[config.mk]
export PLATFORM = sky130hd
export DESIGN_NAME = pwm_fade_ctrl
export DESIGN_NICKNAME = d
export VERILOG_FILES = /design/src/rtl/pwm_fade_pkg.sv /design/src/rtl/pwm_fade_timer.sv /design/src/rtl/pwm_fade_ctrl.sv
export SDC_FILE = /design/constraint.sdc
export NUM_CORES = 1
export LEC_CHECK = 0
export ABC_AREA = 1
export CORE_ASPECT_RATIO = 1.1
export CORE_MARGIN = 4
export CORE_UTILIZATION = 63
export CTS_CLUSTER_SIZE = 28
export DETAILED_ROUTE_END_ITERATION = 16
export PLACE_DENSITY = 0.91
export RECOVER_POWER = 100
export SYNTH_ARGS = -nofsm -noshare
export SYNTH_HDL_FRONTEND = slang
export SYNTH_SLANG_ARGS = --single-unit
export TNS_END_PERCENT = 1
[constraint.sdc]
create_clock -name clk -period 6.1 [get_ports clk]
set_input_delay 1.22 -clock clk [delete_from_list [all_inputs] [get_ports clk]]
set_output_delay 1.22 -clock clk [all_outputs]
set_load 0.03 [all_outputs]
[src/rtl/pwm_fade_pkg.sv]
// Shared types and arithmetic helpers for the PWM fade controller.
// The breathe (triangle) feature is built only when PWM_FADE_BREATHE_EN is defined.
package pwm_fade_pkg;

    localparam int PWM_R = 10;

    typedef enum logic [0:0] {
        IDLE = 1'b0,
        RAMP = 1'b1
    } fade_state_e;

    function automatic logic [31:0] clamp_target(input logic [31:0] tgt, input logic [31:0] max_val);
        logic [31:0] res;
        if (tgt > max_val) begin
            res = max_val;
        end else begin
            res = tgt;
        end
        return res;
    endfunction

    // One step of cur toward tgt by stp, saturating at tgt; the 33-bit sum cannot wrap.
    function automatic logic [31:0] fade_step(input logic [31:0] cur, input logic [31:0] tgt,
                                              input logic [31:0] stp);
        logic [32:0] sum;
        logic [31:0] gap;
        logic [31:0] res;
        sum = {1'b0, cur} + {1'b0, stp};
        gap = 32'd0;
        if (cur < tgt) begin
            if (sum >= {1'b0, tgt}) begin
                res = tgt;
            end else begin
                res = sum[31:0];
            end
        end else if (cur > tgt) begin
            gap = cur - tgt;
            if (stp >= gap) begin
                res = tgt;
            end else begin
                res = cur - stp;
            end
        end else begin
            res = cur;
        end
        return res;
    endfunction

endpackage

[src/rtl/pwm_fade_timer.sv]
// Step-interval counter: counts 0..interval while enabled and ticks on the wrap.
module pwm_fade_timer (
    input  logic        clk,
    input  logic        reset_n,
    input  logic        clr,
    input  logic        en,
    input  logic [31:0] interval,
    output logic        tick
);

    logic [31:0] cnt_q;
    logic [31:0] cnt_d;

    assign tick = en && (cnt_q == interval);

    // Next count: cleared outside a ramp, wraps to zero on the tick.
    always_comb begin
        cnt_d = cnt_q;
        if (clr) begin
            cnt_d = 32'd0;
        end else if (en) begin
            if (cnt_q == interval) begin
                cnt_d = 32'd0;
            end else begin
                cnt_d = cnt_q + 32'd1;
            end
        end else begin
            cnt_d = 32'd0;
        end
    end

    // Counter register.
    always_ff @(posedge clk or negedge reset_n) begin
        if (!reset_n) begin
            cnt_q <= 32'd0;
        end else begin
            cnt_q <= cnt_d;
        end
    end

endmodule

[src/rtl/pwm_fade_ctrl.sv]
// Duty-cycle ramp controller feeding the PWM core's duty input.
// Define PWM_FADE_BREATHE_EN to build the continuous triangle (breathe) mode.
module pwm_fade_ctrl
    import pwm_fade_pkg::*;
#(
    parameter int R = PWM_R
) (
    input  logic          clk,
    input  logic          reset_n,
    input  logic          start,
    input  logic          abort,
    input  logic [R:0]    target,
    input  logic [R:0]    step,
    input  logic [31:0]   interval,
    input  logic          breathe,
    output logic [R:0]    duty,
    output logic          busy,
    output logic          done
);

    localparam int          DW         = R + 1;
    localparam int          PADW       = 31 - R;
    localparam logic [31:0] FULL_SCALE = 32'd1 << R;

    fade_state_e state_q, state_d;
    logic [R:0]  duty_q, duty_d;
    logic [R:0]  tgt_q, tgt_d;
    logic [R:0]  step_q, step_d;
    logic [31:0] intv_q, intv_d;
    logic        busy_q, busy_d;
    logic        done_q, done_d;

    logic        tick_s;
    logic        tmr_clr_s;
    logic        tmr_en_s;
    logic        breathe_s;
    logic [R:0]  tgt_in_s;
    logic [R:0]  step_in_s;
    logic [R:0]  eff_tgt_s;
    logic [R:0]  next_duty_s;

`ifdef PWM_FADE_BREATHE_EN
    logic        brth_q, brth_d;
    logic        dir_q, dir_d;

    assign breathe_s = breathe;
    // In breathe mode the falling half of the triangle heads for zero.
    assign eff_tgt_s = (brth_q && !dir_q) ? {DW{1'b0}} : tgt_q;
`else
    logic        unused_breathe_s;

    assign unused_breathe_s = breathe;
    assign breathe_s        = 1'b0;
    assign eff_tgt_s        = tgt_q;
`endif

    assign tgt_in_s    = DW'(clamp_target({{PADW{1'b0}}, target}, FULL_SCALE));
    assign step_in_s   = (step == {DW{1'b0}}) ? {{R{1'b0}}, 1'b1} : step;
    assign next_duty_s = DW'(fade_step({{PADW{1'b0}}, duty_q}, {{PADW{1'b0}}, eff_tgt_s},
                                       {{PADW{1'b0}}, step_q}));

    assign tmr_en_s  = (state_q == RAMP);
    assign tmr_clr_s = abort || start || (state_q != RAMP);

    pwm_fade_timer u_timer (
        .clk      (clk),
        .reset_n  (reset_n),
        .clr      (tmr_clr_s),
        .en       (tmr_en_s),
        .interval (intv_q),
        .tick     (tick_s)
    );

    // FSM and datapath next-state: abort beats start, start beats a pending step.
    always_comb begin
        state_d = state_q;
        duty_d  = duty_q;
        tgt_d   = tgt_q;
        step_d  = step_q;
        intv_d  = intv_q;
        busy_d  = busy_q;
        done_d  = 1'b0;
`ifdef PWM_FADE_BREATHE_EN
        brth_d  = brth_q;
        dir_d   = dir_q;
`endif
        if (abort) begin
            state_d = IDLE;
            busy_d  = 1'b0;
        end else if (start) begin
            tgt_d  = tgt_in_s;
            step_d = step_in_s;
            intv_d = interval;
`ifdef PWM_FADE_BREATHE_EN
            brth_d = breathe;
            dir_d  = (duty_q != tgt_in_s);
`endif
            if ((duty_q == tgt_in_s) && !breathe_s) begin
                state_d = IDLE;
                busy_d  = 1'b0;
                done_d  = 1'b1;
            end else begin
                state_d = RAMP;
                busy_d  = 1'b1;
                done_d  = (duty_q == tgt_in_s);
            end
        end else begin
            case (state_q)
                IDLE: begin
                    state_d = IDLE;
                end
                RAMP: begin
                    if (tick_s) begin
                        duty_d = next_duty_s;
                        if (next_duty_s == eff_tgt_s) begin
                            done_d = 1'b1;
`ifdef PWM_FADE_BREATHE_EN
                            if (brth_q) begin
                                dir_d = !dir_q;
                            end else begin
                                state_d = IDLE;
                                busy_d  = 1'b0;
                            end
`else
                            state_d = IDLE;
                            busy_d  = 1'b0;
`endif
                        end else begin
                            done_d = 1'b0;
                        end
                    end else begin
                        duty_d = duty_q;
                    end
                end
                default: begin
                    state_d = IDLE;
                    busy_d  = 1'b0;
                end
            endcase
        end
    end

    // State, configuration and registered outputs.
    always_ff @(posedge clk or negedge reset_n) begin
        if (!reset_n) begin
            state_q <= IDLE;
            duty_q  <= {DW{1'b0}};
            tgt_q   <= {DW{1'b0}};
            step_q  <= {{R{1'b0}}, 1'b1};
            intv_q  <= 32'd0;
            busy_q  <= 1'b0;
            done_q  <= 1'b0;
`ifdef PWM_FADE_BREATHE_EN
            brth_q  <= 1'b0;
            dir_q   <= 1'b0;
`endif
        end else begin
            state_q <= state_d;
            duty_q  <= duty_d;
            tgt_q   <= tgt_d;
            step_q  <= step_d;
            intv_q  <= intv_d;
            busy_q  <= busy_d;
            done_q  <= done_d;
`ifdef PWM_FADE_BREATHE_EN
            brth_q  <= brth_d;
            dir_q   <= dir_d;
`endif
        end
    end

    assign duty = duty_q;
    assign busy = busy_q;
    assign done = done_q;

endmodule

# == Word level (Yosys, flattened, before mapping) ==
# Index checks and enable logic that the tools add are counted.
# totals
word_cells,59
ff_bits,100
inputBits,59
output_inout_bits,13
# classes
n_bitwise,3
mux,26
n_addsub,4
reduce_logical,10
n_eq_ne,3
n_lt_le_gt_ge,5
# ops
operator,count
2-to-1 mux 32 bit,3
2-to-1 mux 11 bit,6
"adder 32 x 1 -> 32 bit, second input constant",1
== test 32 bit,1
greater-or-equal comparator 11 x 32 -> 1 bit,1
== test 11 bit,2
2-to-1 mux 1 bit,16
adder 11 x 11 -> 12 bit,1
greater-or-equal comparator 12 x 11 -> 1 bit,1
subtractor 11 x 11 -> 12 bit,1
> comparator 11 bit,1
"> comparator 11 bit, second input constant",1
logical NOT 11 bit,1
< comparator 11 bit,1
subtractor 11 bit,1
nonzero test 3 bit,3
AND reduction 4 bit,1
NOT 1 bit,3
AND reduction 3 bit,1
logical OR 1 bit,2
one-hot mux 1 bit (2 select lines),1
AND reduction 2 bit,1
logical AND 1 bit,1

# == Logic depth before layout (Yosys ltp) ==
# Gate-level depths: netlist of the first run.
# depth
ltp_word,11
mapped_depth,28
mapped_depth_nobuf,27

# == Hierarchy ==
# From an unflattened synthesis of the first run, not the netlist that was laid out.
# unflattened
hier_cells,1162
area_unflattened_um2,8075.2
# modules_own_cells
mod,cells_each,area_per_inst_um2,instances,seq_area_each_um2
pwm_fade_ctrl,817,5677.9,1,1702.9
pwm_fade_timer,345,2397.3,1,800.8

# == Worst setup path after synthesis of the first run ==
# Ideal clock, no wire load.
# synth_timing
path_kind,register to register
start,reg duty_q[0] (netlist: duty[0])
end,reg busy_q (netlist: busy)
setup_slack_ps,2415
synth_period_minus_slack_ps,3685
path_stages_with_launch,26
path_buffers,1
arrival_ps,3563
path_cell_list,dfrtp_1 inv_1 ha_1 fa_1 o21ai_2 nand2_1 nand3_1 a31oi_1 xor2_1 ha_1 and3_1 nand2_1 nand2_1 nand2_1 clkbuf_1 nand2_1 nand3_1 o21ai_0 nand2_1 nand2_1 nand2_1 nand2_1 nor2_2 nand3_2 nand2_1 nor2_1
# synth_via
elab_chain_cells,8
# synth_lines
element,line,rtl
start: declaration,pwm_fade_ctrl.sv:26,"logic [R:0] duty_q, duty_d;"
start signal: assignment,pwm_fade_ctrl.sv:147,duty_q <= {DW{1'b0}};
start signal: assignment,pwm_fade_ctrl.sv:159,duty_q <= duty_d;
subtractor 11 x 11 -> 12 bit,pwm_fade_pkg.sv:37,gap = cur - tgt;
greater-or-equal comparator 11 x 32 -> 1 bit,pwm_fade_pkg.sv:38,if (stp >= gap) begin
2-to-1 mux 11 bit,pwm_fade_pkg.sv:38,
2-to-1 mux 11 bit,pwm_fade_pkg.sv:36,end else if (cur > tgt) begin
2-to-1 mux 11 bit,pwm_fade_pkg.sv:30,if (cur < tgt) begin
== test 11 bit,pwm_fade_ctrl.sv:115,if (next_duty_s == eff_tgt_s) begin
nonzero test 3 bit (no line),-,
AND reduction 3 bit (no line),-,
end signal: assignment,pwm_fade_ctrl.sv:163,busy_q <= busy_d;
end: declaration,pwm_fade_ctrl.sv:30,"logic busy_q, busy_d;"
# Parallel ways exist; a longest one is shown, timed or not.
# A chain may end at the register's enable or synchronous reset.

# == Worst setup path in the final report of the first run ==
# Same ends and word-level chain as after synthesis.

==> results.yml, run 1 <==
status:
  status: "complete, but fails checks"
  violations: "max-capacitance violations, max-slew violations"
synthesis:
  synth_cells: 1071
  yosys_most_used_dff: "dfrtp_1"
  yosysSeqAreaShare_pct: 33.0
  async_flop_share_pct: 100
  synth_cell_types: 47
  synth_nets: 1188
  ys_warn_count: 0
  ys_seq_elements: 100
  synth_edf_count: 0
  syn-cell-area_um2: 7600
  syn_avg_cell_area_um2: 7.09
cts:
  cts_buffer_depth: 2
  numClockSinks: 100
  clk_pin_slew_ns: 0.06
  insertion_delay_ns: 0.36
  holdBufCountCts: 0
  post_cts_buffers: 0
  numCtsBuffers: 9
  ctsResizeCount: 0
  cts_max_level: 3
  cts_root_buffer: "clkbuf_16"
  cts_tree: "done"
cells_and_area:
  final_cell_area_um2: 8660
  drive_gt1_share_pct: 5.47
  area_growth_pct: 14.0
  antennaDiodeCount: 0
  fin_nets: 1246
  final_util_pct: 74.4
sta:
  clock-skew-final_ns: 0.0126
  setup_ws_ns: 1.40
  setup-violations-final: 0
  max_freq_ghz: 0.213
  drv_slew: 96
  rsz0062_at_grt: "no"
  timing.setup.tns_ns: 0
  final_hold_viol_count: 0
  relSlewSlack_pct: -67.0
  min_period_over_period_pct: 77.0
  period_minus_slack_ns: 4.70
  tightest_slew_ns: 2.51
critical_path:
  critical_path.endpoint_type: "register"
  worstSetupStartpointType: "register"
  cp_max_fo: 12
  startpoint: "duty[0]"
  r2r_start: "duty[0]"
  cp.arrival_ns: 4.94
  crit_type: "reg2reg"
  cp.required_ns: 6.34
place:
  port_buffers: 70
  place_worst_setup_slack_ns: 1.74
  dpl-instance-area_um2: 8380
  hpwlAfterDp_um: 14800
  place_congestion: 0.954
detailed_routing:
  vias: 7199
  dr.pass1.iters: 5
  vias_per_cell: 5.61
  ant_nets: 0
  routedWlPerCell_um: 15.0
  initialDrtViolationCount: 559
  wl_um: 19300
  drc: 0
pwr:
  p_per_area_nw_per_um2: 225
  irDropWorstVdd_v: 0.000332
  p_int_uw: 1270
  p_sw_uw: 673
  power_frac_clock_pct: 30.3
  switching_share_pct: 34.6
  seq_power_share_pct: 38.6
  cellLeakagePower_uw: 0.00434
  p_comb_share_pct: 31.1
grt:
  antenna_found_initial: 0
  grt_use_total_pct: 28.9
  grt_pass1_wl_um: 32500
  overflow: 0
  grt_start_max_net_pins: 57
  grt_pass1_vias: 7109
hold_path:
  min_from: "u_timer.cnt_q[31]"
  hp-class: "reg2reg"
die:
  die_w_um: 113
  core-area_um2: 11600
  die-area_um2: 13900
  start_util_pct: 65.2
  rows: 41
  io_pins: 72
  die_h_um: 123
job:
  drv_cap: 2
-- cell usage in the layout, fill, tap and decap left out, drive strengths merged --
master / netlist / final
dlygate4sd3: 0 / 14
nor4: 12 / 12
dfstp: 1 / 1
and2: 3 / 3
a211oi: 2 / 2
nand3: 89 / 89
nor3b: 1 / 1
dfrtp: 99 / 99
fa: 3 / 3
clkbuf: 18 / 16
a31oi: 5 / 5
a21o: 5 / 5
clkinv: 1 / 3
o21a: 3 / 3
nand2: 329 / 329
o21bai: 3 / 3
o21ai: 72 / 72
xor2: 28 / 28
nor3: 22 / 22
nand4: 14 / 14
nor2: 75 / 75
bufinv: 0 / 1
clkdlybuf4s50: 0 / 55
mux2: 2 / 2
and3: 2 / 2
o2bb2ai: 2 / 2
xnor2: 25 / 25
a22o: 1 / 1
a21oi: 50 / 50
ha: 55 / 55
inv: 127 / 128
o22ai: 1 / 1
or2: 11 / 11
o211ai: 1 / 1
-- power groups by stage --
stage | combinational [uW] | clock (uW) | sequential, uW
CTS | 603 | 599 | 751
detailed placement | 597 | 0 | 763
floorplan | 446 | 0 | 751
global route | 693 | 620 | 757
global placement | 578 | 0 | 761
finish | 606 | 589 | 752
-- cells by family (layout without fill, tap and decap cells) --
logic type | after synthesis | after routing | synth area share, %
muxes | 2 | 2 | 0.296
adders and majority gates | 58 | 58 | 9.85
DFF | 100 | 100 | 33.0
xor gates and xnor gates | 53 | 53 | 6.11
buffers and inverters | 155 | 217 | 8.12
and+or+nand+nor | 558 | 558 | 32.0
AOI/OAI and AO/OA | 145 | 145 | 10.7
-- synthesized netlist by cell type, drive strengths merged (9+ instances only) --
cell type / instances / area [um^2]
dfrtp: 99 / 2480
nand4: 14 / 87.6
nor2: 75 / 289
or2: 11 / 68.8
nor3: 22 / 126
ha: 55 / 688
xor2: 28 / 245
nand3: 89 / 480
nand2: 329 / 1260
a21oi: 50 / 273
clkbuf: 18 / 67.6
buf: 9 / 63.8
o21ai: 72 / 368
nor4: 12 / 75.1
inv: 127 / 482
xnor2: 25 / 219
-- registers in the layout, indices dropped and copies added (netlist names) --
signal and flops:
intv_q 32, step_q 11, u_timer.cnt_q 32, busy 1
done 1, eff_tgt_s 11, state_q 1, duty 11
-- per-stage QoR --
stage	std cells	hold WS (ns)	total power, uW
2_1_floorplan	1071	0.453	1200
3_3_place_gp	1268	0.472	1340
3_5_place_dp	1268	0.483	1360
4_1_cts	1283	0.492	1950
5_1_grt	1283	0.519	2070
6_report	1283	0.490	1950
-- routing by layer --
metal  global-route usage (%)  part of all wire [%]
met1                     33.9                    40
met2                     52.0                    51
met3                     4.21                   5.2
met4                     14.0                   4.2
met5                        0                     0
-- critical path, stage by stage, from the launching register on --
cell and delay, ns:
dfrtp_1 0.52, inv_1 0.14, ha_1 0.26, fa_1 0.42, o21ai_0 0.42, nand2_1 0.11
nand3_1 0.17, a31oi_1 0.12, xor2_1 0.17, ha_1 0.29, and3_1 0.15, nand2_1 0.05
nand2_1 0.31, nand2_1 0.34, nand2_1 0.14, nand3_1 0.07, nand2_1 0.10, nand2_1 0.08
nand2_1 0.07, nand2_1 0.06, nor2_1 0.13, nand2_1 0.07, nor2_1 0.12, nand3_2 0.10
nand2_1 0.10, nor2_1 0.06
-- final timing paths --
kind,to,cells past startpoint,slack [ns]
max,busy,25,1.40
min,u_timer.cnt_q[31],1,0.49
max reg2reg,busy,25,1.40
min reg2reg,u_timer.cnt_q[31],1,0.49
max in group asynchronous,u_timer.cnt_q[8],2,2.09
min in group asynchronous,step_q[3],1,1.63
-- final cells by class --
type | count | area [um^2]
Clock inverter | 4 | 58.8
Fill cell | 904 | 2990
Inverter | 128 | 485
Sequential cell | 100 | 2500
Timing Repair Buffer | 74 | 711
Tap cell | 150 | 188
Multi-Input combinational cell | 816 | 4470
Clock buffer | 11 | 243
Power figures use the tool's default switching activity.
==> run 2, diff against run 1 <==
--- a/config.mk
+++ b/config.mk
@@ -8,10 +8,10 @@
 export ABC_AREA = 1
 export CORE_ASPECT_RATIO = 1.1
 export CORE_MARGIN = 4
-export CORE_UTILIZATION = 63
+export CORE_UTILIZATION = 59
 export CTS_CLUSTER_SIZE = 28
 export DETAILED_ROUTE_END_ITERATION = 16
-export PLACE_DENSITY = 0.91
+export PLACE_DENSITY = 0.86
 export RECOVER_POWER = 100
 export SYNTH_ARGS = -nofsm -noshare
 export SYNTH_HDL_FRONTEND = slang
==> constraint.sdc (replaced) <==
create_clock -name clk -period 4.7 [get_ports clk]
set_input_delay 0.94 -clock clk [delete_from_list [all_inputs] [get_ports clk]]
set_output_delay 0.94 -clock clk [all_outputs]
set_load 0.03 [all_outputs]
==> run 2 against run 1 <==
Against the previous run: the flow still finishes with violations (max-capacitance violations, max-slew violations); fmax is 13% higher; via count fell by 0.63%; clock skew is 0.0011 ns lower; sequential share of layout area down 0.079 points; design area increased by 0.27%; critical endpoint is now state_q.
==> results.yml, run 2 (synthesized netlist as in run 1, its figures left out) <==
status:
  status: "complete, but fails checks"
  violations: "max-capacitance violations, max-slew violations"
die:
  die_w_um: 116
  rows: 43
  core-area_um2: 12600
  die_h_um: 127
  die-area_um2: 14800
  io_pins: 72
  start_util_pct: 60.3
cells_and_area:
  final_util_pct: 69.0
  fin_nets: 1249
  area_growth_pct: 14.3
  final_cell_area_um2: 8680
  top_regs: "intv_q (32), u_timer.cnt_q (32)"
  multi_input_area_um2: 4460
  fillers: 1104
  layout_commonest_cell: "nand2_1"
  antennaDiodeCount: 0
  regArea_um2: 2500
  final_cell_mix: "nand2_1 (319), inv_1 (120), dfrtp_1 (99)"
  drive_gt1_share_pct: 5.80
sta:
  tightest_slew_ns: 2.14
  hold_ws_ns: 0.501
  min_period_over_period_pct: 88.2
  rsz0062_at_grt: "no"
  setup-violations-final: 0
  timing.setup.tns_ns: 0
  final_hold_viol_count: 0
  relSlewSlack_pct: -42.4
  clock-skew-final_ns: 0.0115
  max_freq_ghz: 0.241
  period_minus_slack_ns: 4.14
  setup_ws_ns: 0.557
  drv_slew: 153
detailed_routing:
  ant_nets: 0
  vias_per_cell: 5.53
  wl_um: 19100
  vias: 7154
  dr.pass1.iters: 5
  initialDrtViolationCount: 449
  drc: 0
  routedWlPerCell_um: 14.8
pwr:
  irDropWorstVdd_v: 0.000204
  cellLeakagePower_uw: 0.00435
  p_per_area_nw_per_um2: 288
grt:
  overflow: 0
  grt_pass1_vias: 6974
  grt_use_total_pct: 26.8
  grt_pass1_wl_um: 31800
  antenna_found_initial: 0
  grt_start_max_net_pins: 72
critical_path:
  cp.arrival_ns: 4.39
  r2r_start: "duty[1]"
  critical_path.endpoint_type: "register"
  crit_type: "reg2reg"
  cp_max_fo: 12
  worstSetupStartpointType: "register"
  startpoint: "duty[1]"
  cp.required_ns: 4.95
hold_path:
  min_from: "intv_q[26]"
  hp-class: "reg2reg"
cts:
  cts_max_level: 3
  cts_root_buffer: "clkbuf_16"
  cts_tree: "done"
  clk_pin_slew_ns: 0.07
  numClockSinks: 100
  post_cts_buffers: 0
  numCtsBuffers: 9
  cts_buffer_depth: 2
  insertion_delay_ns: 0.36
  ctsResizeCount: 0
  holdBufCountCts: 0
place:
  port_buffers: 70
  hpwlAfterDp_um: 14900
  place_worst_setup_slack_ns: 0.626
  place_congestion: 0.915
  dpl-instance-area_um2: 8410
job:
  drv_cap: 3
==> run 2: cell count changes in the layout (fill, tap and decap cells not counted), moves of 2 or more <==
cell / change
o21ai_1: -2
buf_4: +3
clkinv_8: +2
o21ai_0: +2
==> run 2: where the power goes <==
group	internal, uW	switching, uW	total [uW]
Combinational	309	484	793
Clock	373	361	734
Sequential	919	55.8	975
Total	1600	901	2500
==> run 2: worst max-delay path: stages (launching register included) <==
cell,delay [ns]
dfrtp_1,0.61
inv_1,0.20
fa_1,0.51
o21ai_2,0.24
nand2_1,0.09
nand3_1,0.15
a31oi_1,0.12
xor2_1,0.17
ha_1,0.31
and3_1,0.15
nand2_1,0.05
nand2_1,0.09
nand2_1,0.24
nand2_1,0.18
nand3_1,0.08
nand2_1,0.09
nand2_1,0.07
nand2_1,0.06
nand2_1,0.05
nor2_1,0.15
nand2_1,0.09
nor2_2,0.08
nand3_1,0.10
nand2_1,0.10
nor2_1,0.05
==> run 2: final timing paths <==
path	endpoint	slack, ns	cells after the start
max in group asynchronous	state_q	1.45	2
worst min-delay path	intv_q[26]	0.50	2
worst max-delay path	state_q	0.56	24
min in group asynchronous	step_q[3]	1.04	1
worst min register to register	intv_q[26]	0.50	2
worst max register to register	state_q	0.56	24
==> run 2: cell type report <==
class | instances | area share, %
multi-input cells | 816 | 51.4
flip-flops and latches | 100 | 28.8
repair buffers | 77 | 8.45
inverters | 128 | 5.59
clock buffers | 9 | 2.59
well taps | 157 | 2.26
clock inverters | 7 | 0.865
==> run 2: routing by layer <==
metal	GRT usage [%]	vias up	share of wire, %	routed length (um)
li1	-	3590	-	-
met1	32.1	3276	41	7790
met2	46.9	223	50	9600
met3	2.79	65	4.4	839
met4	14.2	0	4.7	909
met5	0	-	0	0
==> run 2: through the flow <==
| step | instances | power [uW] |
|---|---|---|
| after floorplan | 1071 | 1550 |
| after global placement | 1278 | 1750 |
| after detailed placement | 1278 | 1780 |
| after CTS | 1294 | 2510 |
| after global routing | 1294 | 2660 |
| final | 1294 | 2500 |
